## config.mk

```make
export PLATFORM = sky130hd
export DESIGN_NAME = fetch_ctrl_flat
export DESIGN_NICKNAME = d
export VERILOG_FILES = /design/src/rtl/fetch_ctrl_if.sv /design/src/rtl/fetch_ctrl.sv /design/src/flat_wrapper.sv
export SDC_FILE = /design/constraint.sdc
export NUM_CORES = 1
export LEC_CHECK = 0
export BUFFER_PORTS_ARGS = -buffer_cell sky130_fd_sc_hd__buf_2
export CORE_ASPECT_RATIO = 1.5
export CORE_MARGIN = 2
export CORE_UTILIZATION = 48
export CTS_BUF_LIST = sky130_fd_sc_hd__clkbuf_4 sky130_fd_sc_hd__clkbuf_8
export DETAILED_ROUTE_END_ITERATION = 7
export GPL_TIMING_DRIVEN = 0
export PLACE_DENSITY = 0.88
export SLEW_MARGIN = 20
export SYNTH_ARGS = -nofsm -noshare
export SYNTH_HDL_FRONTEND = slang
export SYNTH_SLANG_ARGS = --single-unit
```

## constraint.sdc

```tcl
create_clock -name clk -period 2.7 [get_ports clk]
set_clock_uncertainty 0.15 [all_clocks]
set_input_delay 0.405 -clock clk [delete_from_list [all_inputs] [get_ports clk]]
set_output_delay 0.405 -clock clk [all_outputs]
set_load 0.05 [all_outputs]
```

## src/rtl/fetch_ctrl_if.sv

```systemverilog
// Fetch controller bus bundle: PC register, instruction memory, decode and redirect signals.
interface fetch_ctrl_if;
    logic        pc_write;
    logic [31:0] pc_cur;
    logic [31:0] pc_next;
    logic        imem_req;
    logic [31:0] imem_addr;
    logic        imem_gnt;
    logic        imem_rvalid;
    logic [31:0] imem_rdata;
    logic        stall;
    logic        redirect;
    logic [31:0] redirect_target;
    logic        if_valid;
    logic [31:0] if_pc;
    logic [31:0] if_instr;

    modport slave (
        input  pc_cur, imem_gnt, imem_rvalid, imem_rdata, stall, redirect, redirect_target,
        output pc_write, pc_next, imem_req, imem_addr, if_valid, if_pc, if_instr
    );

    modport master (
        output pc_cur, imem_gnt, imem_rvalid, imem_rdata, stall, redirect, redirect_target,
        input  pc_write, pc_next, imem_req, imem_addr, if_valid, if_pc, if_instr
    );
endinterface

```

## src/rtl/fetch_ctrl.sv

```systemverilog
// Single-outstanding instruction fetch controller: issues one memory request at a time,
// presents the fetched instruction to decode, and handles redirects by squashing stale data.
module fetch_ctrl #(
    parameter logic [31:0] NOP_INSTR = 32'h0000_0013
) (
    input  logic         clk,
    input  logic         res,
    fetch_ctrl_if.slave  bus
);

    typedef enum logic [1:0] {
        IDLE = 2'd0,
        REQ  = 2'd1,
        WAIT = 2'd2,
        HOLD = 2'd3
    } state_t;

    state_t      state_q,    state_d;
    logic        squash_q,   squash_d;
    logic [31:0] req_pc_q,   req_pc_d;
    logic        if_valid_q, if_valid_d;
    logic [31:0] if_pc_q,    if_pc_d;
    logic [31:0] if_instr_q, if_instr_d;

    logic        pc_write_s;
    logic [31:0] pc_next_s;
    logic        imem_req_s;
    logic [31:0] target_s;

    // Next-state and PC/memory strobe logic; strobes are suppressed while reset is asserted.
    always_comb begin
        state_d    = state_q;
        squash_d   = squash_q;
        req_pc_d   = req_pc_q;
        if_valid_d = if_valid_q;
        if_pc_d    = if_pc_q;
        if_instr_d = if_instr_q;
        pc_write_s = 1'b0;
        pc_next_s  = bus.pc_cur + 32'd4;
        imem_req_s = 1'b0;
        target_s   = {bus.redirect_target[31:2], 2'b00};

        if (res) begin
            case (state_q)
                IDLE: begin
                    state_d = REQ;
                    if (bus.redirect) begin
                        pc_write_s = 1'b1;
                        pc_next_s  = target_s;
                        if_valid_d = 1'b0;
                    end else begin
                        if_valid_d = if_valid_q;
                    end
                end
                REQ: begin
                    imem_req_s = 1'b1;
                    if_valid_d = 1'b0;
                    if (bus.redirect) begin
                        pc_write_s = 1'b1;
                        pc_next_s  = target_s;
                        if (bus.imem_gnt) begin
                            // The granted fetch belongs to the old path; drop its data later.
                            squash_d = 1'b1;
                            req_pc_d = bus.pc_cur;
                            state_d  = WAIT;
                        end else begin
                            state_d = REQ;
                        end
                    end else if (bus.imem_gnt) begin
                        pc_write_s = 1'b1;
                        req_pc_d   = bus.pc_cur;
                        state_d    = WAIT;
                    end else begin
                        state_d = REQ;
                    end
                end
                WAIT: begin
                    if (bus.redirect) begin
                        pc_write_s = 1'b1;
                        pc_next_s  = target_s;
                        if (bus.imem_rvalid) begin
                            squash_d = 1'b0;
                            state_d  = REQ;
                        end else begin
                            squash_d = 1'b1;
                        end
                    end else if (bus.imem_rvalid) begin
                        if (squash_q) begin
                            squash_d = 1'b0;
                            state_d  = REQ;
                        end else begin
                            if_valid_d = 1'b1;
                            if_pc_d    = req_pc_q;
                            if_instr_d = bus.imem_rdata;
                            state_d    = bus.stall ? HOLD : REQ;
                        end
                    end else begin
                        state_d = WAIT;
                    end
                end
                HOLD: begin
                    if (bus.redirect) begin
                        pc_write_s = 1'b1;
                        pc_next_s  = target_s;
                        if_valid_d = 1'b0;
                        state_d    = REQ;
                    end else if (!bus.stall) begin
                        if_valid_d = 1'b0;
                        state_d    = REQ;
                    end else begin
                        state_d = HOLD;
                    end
                end
                default: begin
                    state_d = IDLE;
                end
            endcase
        end else begin
            state_d = IDLE;
        end
    end

    // State and presentation registers with synchronous active-low reset.
    always_ff @(posedge clk) begin
        if (!res) begin
            state_q    <= IDLE;
            squash_q   <= 1'b0;
            req_pc_q   <= 32'd0;
            if_valid_q <= 1'b0;
            if_pc_q    <= 32'd0;
            if_instr_q <= NOP_INSTR;
        end else begin
            state_q    <= state_d;
            squash_q   <= squash_d;
            req_pc_q   <= req_pc_d;
            if_valid_q <= if_valid_d;
            if_pc_q    <= if_pc_d;
            if_instr_q <= if_instr_d;
        end
    end

    assign bus.pc_write  = pc_write_s;
    assign bus.pc_next   = pc_next_s;
    assign bus.imem_req  = imem_req_s;
    assign bus.imem_addr = bus.pc_cur;
    assign bus.if_valid  = if_valid_q;
    assign bus.if_pc     = if_pc_q;
    assign bus.if_instr  = if_instr_q;

endmodule

```

## src/flat_wrapper.sv

```systemverilog
// flat-port wrapper written by rule: the top's interface ports become plain ports
module fetch_ctrl_flat 
#(
    parameter logic [31:0] NOP_INSTR = 32'h0000_0013
)
  (clk, res, bus_pc_cur, bus_imem_gnt, bus_imem_rvalid, bus_imem_rdata, bus_stall, bus_redirect, bus_redirect_target, bus_pc_write, bus_pc_next, bus_imem_req, bus_imem_addr, bus_if_valid, bus_if_pc, bus_if_instr);
  fetch_ctrl_if bus_i ();
  input  logic clk;
  input  logic res;
  input wire logic [$bits(bus_i.pc_cur)-1:0] bus_pc_cur;
  input wire logic [$bits(bus_i.imem_gnt)-1:0] bus_imem_gnt;
  input wire logic [$bits(bus_i.imem_rvalid)-1:0] bus_imem_rvalid;
  input wire logic [$bits(bus_i.imem_rdata)-1:0] bus_imem_rdata;
  input wire logic [$bits(bus_i.stall)-1:0] bus_stall;
  input wire logic [$bits(bus_i.redirect)-1:0] bus_redirect;
  input wire logic [$bits(bus_i.redirect_target)-1:0] bus_redirect_target;
  output wire logic [$bits(bus_i.pc_write)-1:0] bus_pc_write;
  output wire logic [$bits(bus_i.pc_next)-1:0] bus_pc_next;
  output wire logic [$bits(bus_i.imem_req)-1:0] bus_imem_req;
  output wire logic [$bits(bus_i.imem_addr)-1:0] bus_imem_addr;
  output wire logic [$bits(bus_i.if_valid)-1:0] bus_if_valid;
  output wire logic [$bits(bus_i.if_pc)-1:0] bus_if_pc;
  output wire logic [$bits(bus_i.if_instr)-1:0] bus_if_instr;
  assign bus_i.pc_cur = bus_pc_cur;
  assign bus_i.imem_gnt = bus_imem_gnt;
  assign bus_i.imem_rvalid = bus_imem_rvalid;
  assign bus_i.imem_rdata = bus_imem_rdata;
  assign bus_i.stall = bus_stall;
  assign bus_i.redirect = bus_redirect;
  assign bus_i.redirect_target = bus_redirect_target;
  assign bus_pc_write = bus_i.pc_write;
  assign bus_pc_next = bus_i.pc_next;
  assign bus_imem_req = bus_i.imem_req;
  assign bus_imem_addr = bus_i.imem_addr;
  assign bus_if_valid = bus_i.if_valid;
  assign bus_if_pc = bus_i.if_pc;
  assign bus_if_instr = bus_i.if_instr;
  fetch_ctrl #(.NOP_INSTR(NOP_INSTR)) u_core (.clk(clk), .res(res), .bus(bus_i));
endmodule
```

==> metrics.yaml <==
status:
  outcome: "complete, but fails checks"
  violations: "setup timing"
clock_tree:
  clockBufferDepth: 2
  path_clk_slew_ns: 0.08
  holdBufCountCts: 0
  numCtsBuffers: 9
  cts.sinks: 100
  ctsHtreeMaxLevel: 3
  cts_tree: "done"
  cts_root_buffer: "clkbuf_8"
  insertion_delay_ns: 0.37
global_route:
  overflow: 0
  grt_pass1_wl_um: 23900
  grt_antenna_before_repair: 1
  first_global_vias: 5075
  grt_start_max_net_pins: 18
  grt.total_usage_pct: 26.9
timing:
  slew_headroom_pct: 46.2
  maxSlewViolCount: 0
  rsz0062_at_grt: "true"
  finalCritPeriodShare_pct: 102
  setup_tns_ns: -0.197
  layout_setup_ws_ns: -0.0618
  finalSetupViolCount: 6
  fmax_ghz: 0.362
  hold_viol: 0
  tightest_slew_ns: 0.808
  min_period_ns: 2.76
final_layout:
  final_area_mm2: 0.00716
  final_cell_mix: "nand2_1 (206), buf_2 (196), dfxtp_1 (100)"
  area_growth_syn_to_layout_pct: 44.7
  final_common_cell: "nand2_1"
  finalNetCount: 999
  drive_gt1_share_pct: 37.7
yosys:
  ys_seq_elements: 100
  syn_inst: 647
  synth_area_leaders: "dfxtp_1 (40%), nand2_1 (16%), a21boi_0 (14%)"
  synth_area_mm2: 0.00495
  synthesis.nets: 750
  post_synth.cell_area_avg_um2: 7.65
  synth.top_cell.area_share_pct: 40.4
  synth.distinct_cells: 41
  ys_seq_area_share_pct: 40.4
  yosys_warnings: 0
  synth_top_area_cell: "dfxtp_1"
floorplanning:
  core.rowCount: 45
  fp.dieArea_mm2: 0.0112
  fp.dieH_um: 128
  initial_core_util_pct: 49.1
  core_mm2: 0.0101
  ios: 233
  die_x_um: 86.9
run:
  drv_cap: 0
pwr:
  ir_drop_mv: 0.264
  power.leakage_nw: 2.99
  powerDensity_mw_per_mm2: 484
min_path:
  hp-class: "in2reg"
detailed_routing:
  vias_per_cell: 5.22
  first_pass_iters: 4
  first_iter_violations: 254
  wire_per_inst_um: 15.1
  wirelength_um: 15400
  ant_nets: 0
  drc: 0
  dr_total_vias: 5315
placement:
  gp_congestion: 0.803
  preCtsSetupSlack_ns: -0.581
  io_buffers: 227
  dpl-instance-area_mm2: 0.00643
  hpwl_um: 11100
setup_path:
  critical-path-top-delay-family: "simple AND/OR/NAND/NOR gates"
  cp_cell_sequence: "buf_6 > nand4_4 > or4_4 > or4_4 > a31oi_4 > buf_6"
  cp.required_ns: 2.14
  cp-end-kind: "output port"
  crit_fanout: 8
  max_stage_delay_ns: 0.63
  start_kind: "primary input"
  crit_arrival_ns: 2.21
  path_buf_inv: 2
  slowest_stage: "or4_4"
  crit_type: "in2out"
-- tightest hold or removal path, cell delays in order --
cell and delay (ns):
buf_2 0.07, nand2_1 0.04, nand3_1 0.06
-- per-layer routing --
metal / part of all wire, % / GRT usage (%)
met1: 38 / 29.2
met3: 6.1 / 3.53
met5: 0 / 0
met2: 52 / 49.4
met4: 4.1 / 14.8
-- synthesized netlist by cell type (all sizes together) --
cell type	count
ha	1
xnor2	6
nand3	15
and3	1
clkbuf	40
nand3b	2
nor3	3
o31ai	6
xor2	8
nand4	13
inv	1
mux2	1
a31o	1
nor2b	2
a21boi	94
or4	9
a31oi	13
nor2	37
and3b	2
o41ai	2
and2	3
nor3b	3
o211ai	1
dfxtp	100
nand2	207
o21a	1
or3	4
and4	4
a21oi	18
o21ai	6
or4b	3
nand2b	1
nor4	1
or2	1
buf	37
-- final timing paths --
kind,startpoint,endpoint,slack (ns),cells after the start
setup / recovery,bus_pc_cur[4],bus_pc_next[28],-0.06,6
hold / removal,bus_imem_rdata[4],u_core.bus.if_instr[4],0.1,3
setup reg to reg,u_core.state_q[0],u_core.bus.if_instr[29],0.52,7
hold reg to reg,u_core.bus.if_pc[31],u_core.bus.if_pc[31],0.31,2
-- cell families after synthesis --
| group | synth area share [%] |
|---|---|
| simple gates | 27.8 |
| compound gates | 20.1 |
| flops | 40.4 |
| buf+inv | 8.72 |
| xor+xnor | 2.48 |
| mux | 0.227 |
| fa+ha+maj | 0.253 |
-- report_power, final --
part	leakage [nW]	internal (mW)	total [mW]	switching (mW)
sequential	0.809	1.51	1.52	0.0172
clock	0.116	0.619	1.14	0.519
combinational	2.07	0.279	0.804	0.526
total	2.99	2.40	3.47	1.06
-- state kept, by name (all words and copies together) (netlist names) --
register             cells
u_core.bus.if_valid      1
u_core.squash_q          1
u_core.state_q           2
u_core.bus.if_pc        32
u_core.req_pc_q         32
u_core.bus.if_instr     32
-- layout make-up --
class | instances | area [um^2]
Clock buffer | 9 | 124
Multi-Input combinational cell | 470 | 2890
Timing Repair Buffer | 240 | 1440
Tap cell | 117 | 146
Sequential cell | 100 | 2000
Inverter | 1 | 3.75
Clock inverter | 7 | 123
Buffer | 74 | 430
Fill cell | 783 | 2910
Antenna cell | 1 | 2.50
-- stage by stage --
| stage | std cells | util, % | total power [mW] | hold slack (ns) |
|---|---|---|---|---|
| 6_report | 1019 | 71.1 | 3.47 | 0.0997 |
| 5_1_grt | 1019 | 71.1 | 3.59 | 0.0979 |
| 4_1_cts | 1015 | 70.4 | 3.47 | 0.0833 |
| 3_5_place_dp | 991 | 63.8 | 2.28 | 0.303 |
| 2_1_floorplan | 647 | - | 2.06 | 0.291 |
| 3_3_place_gp | 991 | 63.8 | 2.28 | 0.296 |
-- what timing repair did --
| item | CTS | global route |
|---|---|---|
| gates cloned | 2 | 0 |
| gates resized for setup | 81 | 23 |
| endpoints found under the setup margin | 14 | 20 |
| pin swaps | 17 | 9 |
| buffers inserted | 9 | 3 |
Power figures use the tool's default switching activity.
